`src/rtl/cart_sig_scanner.sv`:
```
// cart_sig_scanner: counts byte-signature occurrences in a cart download and resolves a bankswitch code.
// Superchip CRC detection is built only when CART_SC_DETECT_EN is defined; otherwise sc is tied 0.
module cart_sig_scanner #(
    parameter int ADDR_W   = 16,
    parameter int NUM_SIGS = 16,
    parameter int MAX_LEN  = 5,
    parameter logic [NUM_SIGS*MAX_LEN*8-1:0] SIGS     = '0,
    parameter logic [NUM_SIGS*4-1:0]         SIG_LEN  = '0,
    parameter logic [NUM_SIGS*8-1:0]         SIG_NEED = '0,
    parameter logic [NUM_SIGS*4-1:0]         SIG_BS   = '0,
    parameter logic [NUM_SIGS*NUM_SIGS-1:0]  SIG_VETO = '0
) (
    input  logic                clk,
    input  logic                reset,
    input  logic [ADDR_W-1:0]   addr,
    input  logic                enable,
    input  logic [7:0]          data,
    input  logic                done,
    output logic                busy,
    output logic                valid,
    output logic [3:0]          force_bs,
    output logic                sc,
    output logic [NUM_SIGS-1:0] sig_hits
);
    typedef enum logic [1:0] {IDLE, SCAN, RESOLVE, DONE} state_t;
    state_t r_state, w_next;
    logic [MAX_LEN*8-1:0]     r_hist, w_hist;
    logic [3:0]               r_seen, w_seen;
    logic [7:0]               r_cnt [NUM_SIGS];
    logic [7:0]               w_cnt [NUM_SIGS];
    logic [7:0]               w_base;
    logic [(MAX_LEN+1)*8-1:0] w_win;
    logic [NUM_SIGS-1:0]      w_match, w_raw, w_hit;
    logic [3:0]               w_bs;
    logic                     w_restart, w_byte, w_sc;

    always_comb begin
        w_restart = enable && (r_state == IDLE || r_state == DONE || (r_state == SCAN && addr == '0));
        w_byte    = enable && r_state != RESOLVE;
        w_hist    = w_restart ? '0 : r_hist;
        w_seen    = w_restart ? '0 : r_seen;
        w_win     = {w_hist, data};
        w_match   = '1;
        w_raw     = '0;
        w_hit     = '0;
        w_bs      = 4'd0;
        w_base    = 8'd0;
        for (int i = 0; i < NUM_SIGS; i++) begin
            if (int'(w_seen) + 1 < int'(SIG_LEN[i*4+:4])) w_match[i] = 1'b0;
            for (int k = 0; k < MAX_LEN; k++)
                if (k < int'(SIG_LEN[i*4+:4]) && w_win[k*8+:8] != SIGS[(i*MAX_LEN+k)*8+:8]) w_match[i] = 1'b0;
            w_base   = w_restart ? 8'd0 : r_cnt[i];
            w_cnt[i] = (w_match[i] && w_base != 8'hFF) ? w_base + 8'd1 : w_base;
            w_raw[i] = r_cnt[i] >= SIG_NEED[i*8+:8];
        end
        for (int i = 0; i < NUM_SIGS; i++)
            w_hit[i] = w_raw[i] & ~|(w_raw & SIG_VETO[i*NUM_SIGS+:NUM_SIGS]);
        // Walk downward so the lowest-index hit is the one left standing
        for (int i = NUM_SIGS - 1; i >= 0; i--)
            if (w_hit[i]) w_bs = SIG_BS[i*4+:4];
        w_next = w_restart ? SCAN :
                 (r_state == SCAN && done) ? RESOLVE :
                 (r_state == RESOLVE) ? DONE : r_state;
    end

    always_ff @(posedge clk) begin
        if (reset) begin
            r_state  <= IDLE;
            r_hist   <= '0;
            r_seen   <= '0;
            for (int i = 0; i < NUM_SIGS; i++) r_cnt[i] <= 8'd0;
            force_bs <= 4'd0;
            sc       <= 1'b0;
            sig_hits <= '0;
        end else begin
            r_state <= w_next;
            if (w_byte) begin
                r_hist <= w_win[MAX_LEN*8-1:0];
                r_seen <= (int'(w_seen) < MAX_LEN) ? w_seen + 4'd1 : w_seen;
                r_cnt  <= w_cnt;
            end
            if (w_restart) begin
                force_bs <= 4'd0;
                sc       <= 1'b0;
                sig_hits <= '0;
            end else if (r_state == RESOLVE) begin
                force_bs <= w_bs;
                sc       <= w_sc;
                sig_hits <= w_hit;
            end
        end
    end

    assign busy  = r_state == SCAN || r_state == RESOLVE;
    assign valid = r_state == DONE;

`ifdef CART_SC_DETECT_EN
    logic [31:0] r_crc_a, r_crc_b, w_crc_a, w_crc_b;
    logic        r_sc_fail, r_sc_any, w_sc_fail, w_sc_any;
    logic [11:0] w_off;

    function automatic logic [31:0] crc_byte(input logic [31:0] c, input logic [7:0] d);
        logic [31:0] r;
        r = c ^ {24'd0, d};
        for (int b = 0; b < 8; b++) r = r[0] ? (r >> 1) ^ 32'hEDB88320 : r >> 1;
        return r;
    endfunction

    always_comb begin
        w_off     = addr[11:0];
        w_crc_a   = w_restart ? 32'hFFFFFFFF : r_crc_a;
        w_crc_b   = w_restart ? 32'hFFFFFFFF : r_crc_b;
        w_sc_fail = w_restart ? 1'b0 : r_sc_fail;
        w_sc_any  = w_restart ? 1'b0 : r_sc_any;
    end

    // A Superchip bank mirrors its first 128 bytes into the next 128 (the RAM window)
    always_ff @(posedge clk) begin
        if (reset) begin
            r_crc_a   <= 32'hFFFFFFFF;
            r_crc_b   <= 32'hFFFFFFFF;
            r_sc_fail <= 1'b0;
            r_sc_any  <= 1'b0;
        end else if (w_byte) begin
            r_crc_a   <= w_off == 12'h000 ? crc_byte(32'hFFFFFFFF, data) :
                         w_off < 12'h080 ? crc_byte(w_crc_a, data) : w_crc_a;
            r_crc_b   <= w_off == 12'h000 ? 32'hFFFFFFFF :
                         (w_off >= 12'h080 && w_off < 12'h100) ? crc_byte(w_crc_b, data) : w_crc_b;
            r_sc_any  <= w_sc_any | (w_off == 12'h100);
            r_sc_fail <= w_sc_fail | (w_off == 12'h100 && w_crc_a != w_crc_b);
        end
    end

    assign w_sc = r_sc_any & ~r_sc_fail;
`else
    assign w_sc = 1'b0;
`endif
endmodule

```
`config.mk`:
```
export PLATFORM = sky130hd
export DESIGN_NAME = cart_sig_scanner
export DESIGN_NICKNAME = d
export VERILOG_FILES = /design/src/rtl/cart_sig_scanner.sv
export SDC_FILE = /design/constraint.sdc
export NUM_CORES = 1
export LEC_CHECK = 0
export BUFFER_PORTS_ARGS = -buffer_cell sky130_fd_sc_hd__clkbuf_2
export CELL_PAD_IN_SITES_DETAIL_PLACEMENT = 1
export CELL_PAD_IN_SITES_GLOBAL_PLACEMENT = 1
export CORE_MARGIN = 2
export CORE_UTILIZATION = 18
export DETAILED_ROUTE_END_ITERATION = 8
export GPL_ROUTABILITY_DRIVEN = 0
export PLACE_DENSITY = 0.79
export SYNTH_ARGS = -nofsm -noshare
export SYNTH_HDL_FRONTEND = slang
export SYNTH_SLANG_ARGS = --single-unit
```
`constraint.sdc`:
```
create_clock -name clk -period 1.9 [get_ports clk]
set_input_delay 0.285 -clock clk [delete_from_list [all_inputs] [get_ports clk]]
set_output_delay 0.285 -clock clk [all_outputs]
set_load 0.01 [all_outputs]
```
Word-level counts from Yosys, hierarchy flattened
Index checks and enable logic that the tools add are counted.

Register bits after elaboration: 150. Output and inout bits: 23. Word-level logic and storage cells: 142.

$add $sub $neg: 18. $lt $le $gt $ge: 18. Equality and inequality tests: 20. Muxes and demuxes: 38. Reduce and logical (&&, ||, !) cells: 28.

Operators with widths (count): $mux W8 (32); $add A8 B1 Y8 const B (16); $ge A8 B1 Y1 const B (16); $ne A8 B8 Y1 const B (16); $lt A32 B1 Y1 const B (1); $logic_and A1 B1 Y1 (20); $logic_not A16 Y1 (1); $mux W4 (2); $add A4 B1 Y5 const B (1); $add A4 B1 Y4 const B (1); $eq A2 B2 Y1 const B (2); $lt A4 B3 Y1 const B (1); $mux W2 (2); $logic_or A1 B1 Y1 (3); $reduce_bool A3 Y1 (1); $eq A2 B1 Y1 const B (1); $logic_not A2 Y1 (1); $mux W1 (2); $ne A2 B2 Y1 const B (1); $reduce_bool A2 Y1 (1); $reduce_or A2 Y1 (1).

Logic depth before layout (Yosys ltp)
Depth in word-level cells: 10. Gate-level depth with buffers: 6. Mapped depth without buffers: 6.

Worst setup path before layout
OpenSTA, ideal clock, no wires.

Kind: register -> register. From: register r_state[0]. To: register r_state[1]. Library setup time: 134 ps. Data arrival time: 1215 ps. Data required time: 1766 ps. Path slack: 551 ps. Stages on the path, launching flop included: 6. Buffers on the path: 0. Clock period less this slack: 1349 ps. Path through: dfxtp_1 -> ha_1 -> nor4b_2 -> nand4_1 -> o41ai_2 -> a211oi_1.

Longest elaborated chain between the ends: 5. Elaborated cells between the ends (all ways): 12.

RTL lines: start, declared (RTL line 26) `state_t r_state, w_next;`; start signal, assigned (RTL line 76) `r_state <= w_next;`; $eq A2 B2 Y1 (tied with other cells) (RTL line 38) `w_restart = enable && (r_state == IDLE || r_state == DONE || (r_state == SCAN && addr == '0));`; $logic_or A1 B1 Y1 / $logic_and A1 B1 Y1 (equally long branches) (RTL line 38); $logic_or A1 B1 Y1 (RTL line 38); $logic_and A1 B1 Y1 (RTL line 38); $reduce_or A2 Y1 (no source line).

Several ways; a longest one is shown, not always the timed one. A chain may end at the register's enable or synchronous reset.

Worst setup path after layout
From: register r_state[1]. To: register r_state[1].

The elaborated chain is that of the path after synthesis.

==> impl_metrics.json <==
{
  "status": "complete, no violations",
  "fin_crit_ps": 1540,
  "critPathSlowestCell": "dfxtp_1",
  "avgSynthCellArea_um2": 8.62,
  "ioPinCount": 51,
  "grt_first_pass_wirelength_mm": 1.39,
  "grt_antenna_before_repair": 0,
  "hold_viol": 0,
  "yosysMostFrequentCell": "buf_4",
  "cp-start-kind": "flip-flop",
  "layout.nets": 101,
  "critPathArrivalTime_ps": 1640,
  "peakVddDrop_v": 0.000367,
  "hold_buffers": 0,
  "dieWidth_um": 49.9,
  "drc": 0,
  "fin_area_um2": 489,
  "initial_core_util_pct": 19.1,
  "crit_chain": "inv_1, ha_1, nor4b_2, nand4_1, o41ai_2, a211oi_1",
  "period_share_pct": 81.1,
  "synth-seq-area-share_pct": 15.8,
  "cts-buffers-inserted": 3,
  "drtAntennaViolNets": 0,
  "syn_area_um2": 379,
  "fin_cells": 96,
  "placed_area_um2": 463,
  "cp-end-kind": "flip-flop",
  "drv_cap": 0,
  "layout_setup_ws_ps": 358,
  "synthFlopType": "dfxtp_1",
  "numClockSinks": 3,
  "grt_max_degree": 18,
  "fin_skew_ps": 0.244,
  "yosys_warnings": 0,
  "clk_pin_slew_ps": 40,
  "area_delta_synth_final_pct": 29.0,
  "hp-class": "primary input to flip-flop",
  "netlist_instances": 44,
  "holdWs_ps": 274,
  "p_leak_nw": 0.276,
  "pre_cts_slack_ps": 334,
  "yosysTopAreaCell": "buf_4",
  "power.total_mw": 0.407,
  "insertion_delay_ps": 230,
  "rows": 16,
  "fin_tns_setup_ps": 0,
  "num_vias": 360,
  "crit_fanout": 4,
  "cellPowerDensity_mw_per_mm2": 832,
  "die_y_um": 49.9,
  "synth_cell_types": 12,
  "routedWlPerCell_um": 8.93,
  "synthArstFlopShare_pct": 0,
  "diodes": 0,
  "coreArea_mm2": 0.00198,
  "drt-pass1-iter-count": 1,
  "cts_root_buf": "clkbuf_4",
  "post_cts_resize_count": 0,
  "cts_buffer_depth": 2,
  "wirelength_um": 857,
  "cts_tree": "yes",
  "utilization_pct": 24.7,
  "grt-ovfl-total": 0,
  "yosys.area.top_type_share_pct": 39.6,
  "numPortBuffers": 37,
  "cp.required_ps": 1990,
  "place_hpwl_um": 785,
  "post-cts-setup-buffers": 0,
  "drive_gt1_share_pct": 63.8,
  "first_iter_violations": 0,
  "setup_viol": 0,
  "synth_edf_count": 0,
  "slew_viol_final": 0,
  "rsz0062_at_grt": "false",
  "gr-usage-all-layers_pct": 7.50,
  "dpl.cell_count": 92,
  "h-tree-depth": 1,
  "crit_type": "flip-flop to flip-flop",
  "synth_top_cells_by_count": "buf_4 (20), a211oi_1 (4), inv_1 (4)",
  "avgViaCountPerCell": 3.75,
  "synth_seq_cells": 3,
  "die_area_mm2": 0.00249,
  "worst_path_largest_cell_delay_ps": 340,
  "fmax_ghz": 0.649,
  "synth_area_leaders": "buf_4 (40%), dfxtp_1 (16%), ha_1 (9.9%), a211oi_1 (7.9%), nor4_2 (6.6%)",
  "grt_pass1_vias": 331
}
-- state kept, by name, indices dropped and copies added, names as in the netlist --
| name | flops |
|---|---|
| r_state | 2 |
| sig_hits | 1 |
-- power by group --
part           switching (mW)  internal (mW)  leakage [nW]
clock network          0.0311         0.0786        0.0150
registers              0.0212         0.0782        0.0246
logic                   0.107         0.0903         0.236
total                   0.160          0.247         0.276
-- final cells by class --
class / instances / area [um^2]
multi-input cells: 21 / 169
flip-flops and latches: 3 / 60.1
clock buffers: 4 / 26.3
well taps: 27 / 33.8
inverters: 4 / 15.0
fillers: 258 / 1490
repair buffers: 37 / 185
-- worst paths after layout --
check / start / to / slack, ps / cells past startpoint
setup / recovery: r_state[1] / r_state[1] / 360 / 6
setup reg to reg: r_state[1] / r_state[1] / 360 / 6
hold / removal: reset / sig_hits[14] / 270 / 2
hold reg to reg: sig_hits[14] / sig_hits[14] / 680 / 2
-- cells by family after synthesis --
kind of cell             synth area share [%]
AND/OR/NAND/NOR                          15.2
AO/OA/AOI/OAI                            14.5
adder cells (fa/ha/maj)                  9.90
flip-flops                               15.8
buffers and inverters                    43.6
other                                   0.989
-- metal layers --
| layer | GRT usage (%) | wire, um |
|---|---|---|
| met1 | 6.57 | 306 |
| met4 | 4.17 | 21 |
| met2 | 13.8 | 405 |
| met5 | 0 | 0 |
| met3 | 3.64 | 124 |
-- critical path, delay by kind of cell, from the launching register on --
family | cells | cell delay [ps]
AO/OA/AOI/OAI | 2 | 480
flip-flops | 1 | 340
AND/OR/NAND/NOR | 2 | 350
adder cells (fa/ha/maj) | 1 | 180
buffers and inverters | 1 | 60
-- placed cells by master (no fill, tap or decap), types with 2 or more instances in the layout --
cell type / Yosys / final
clkbuf_2: 0 / 37
conb_1: 1 / 5
inv_1: 4 / 4
a211oi_1: 4 / 4
nor2_1: 3 / 3
ha_1: 3 / 3
clkbuf_4: 0 / 3
dfxtp_1: 3 / 3
nor4_2: 2 / 2
Power figures use the tool's default switching activity.
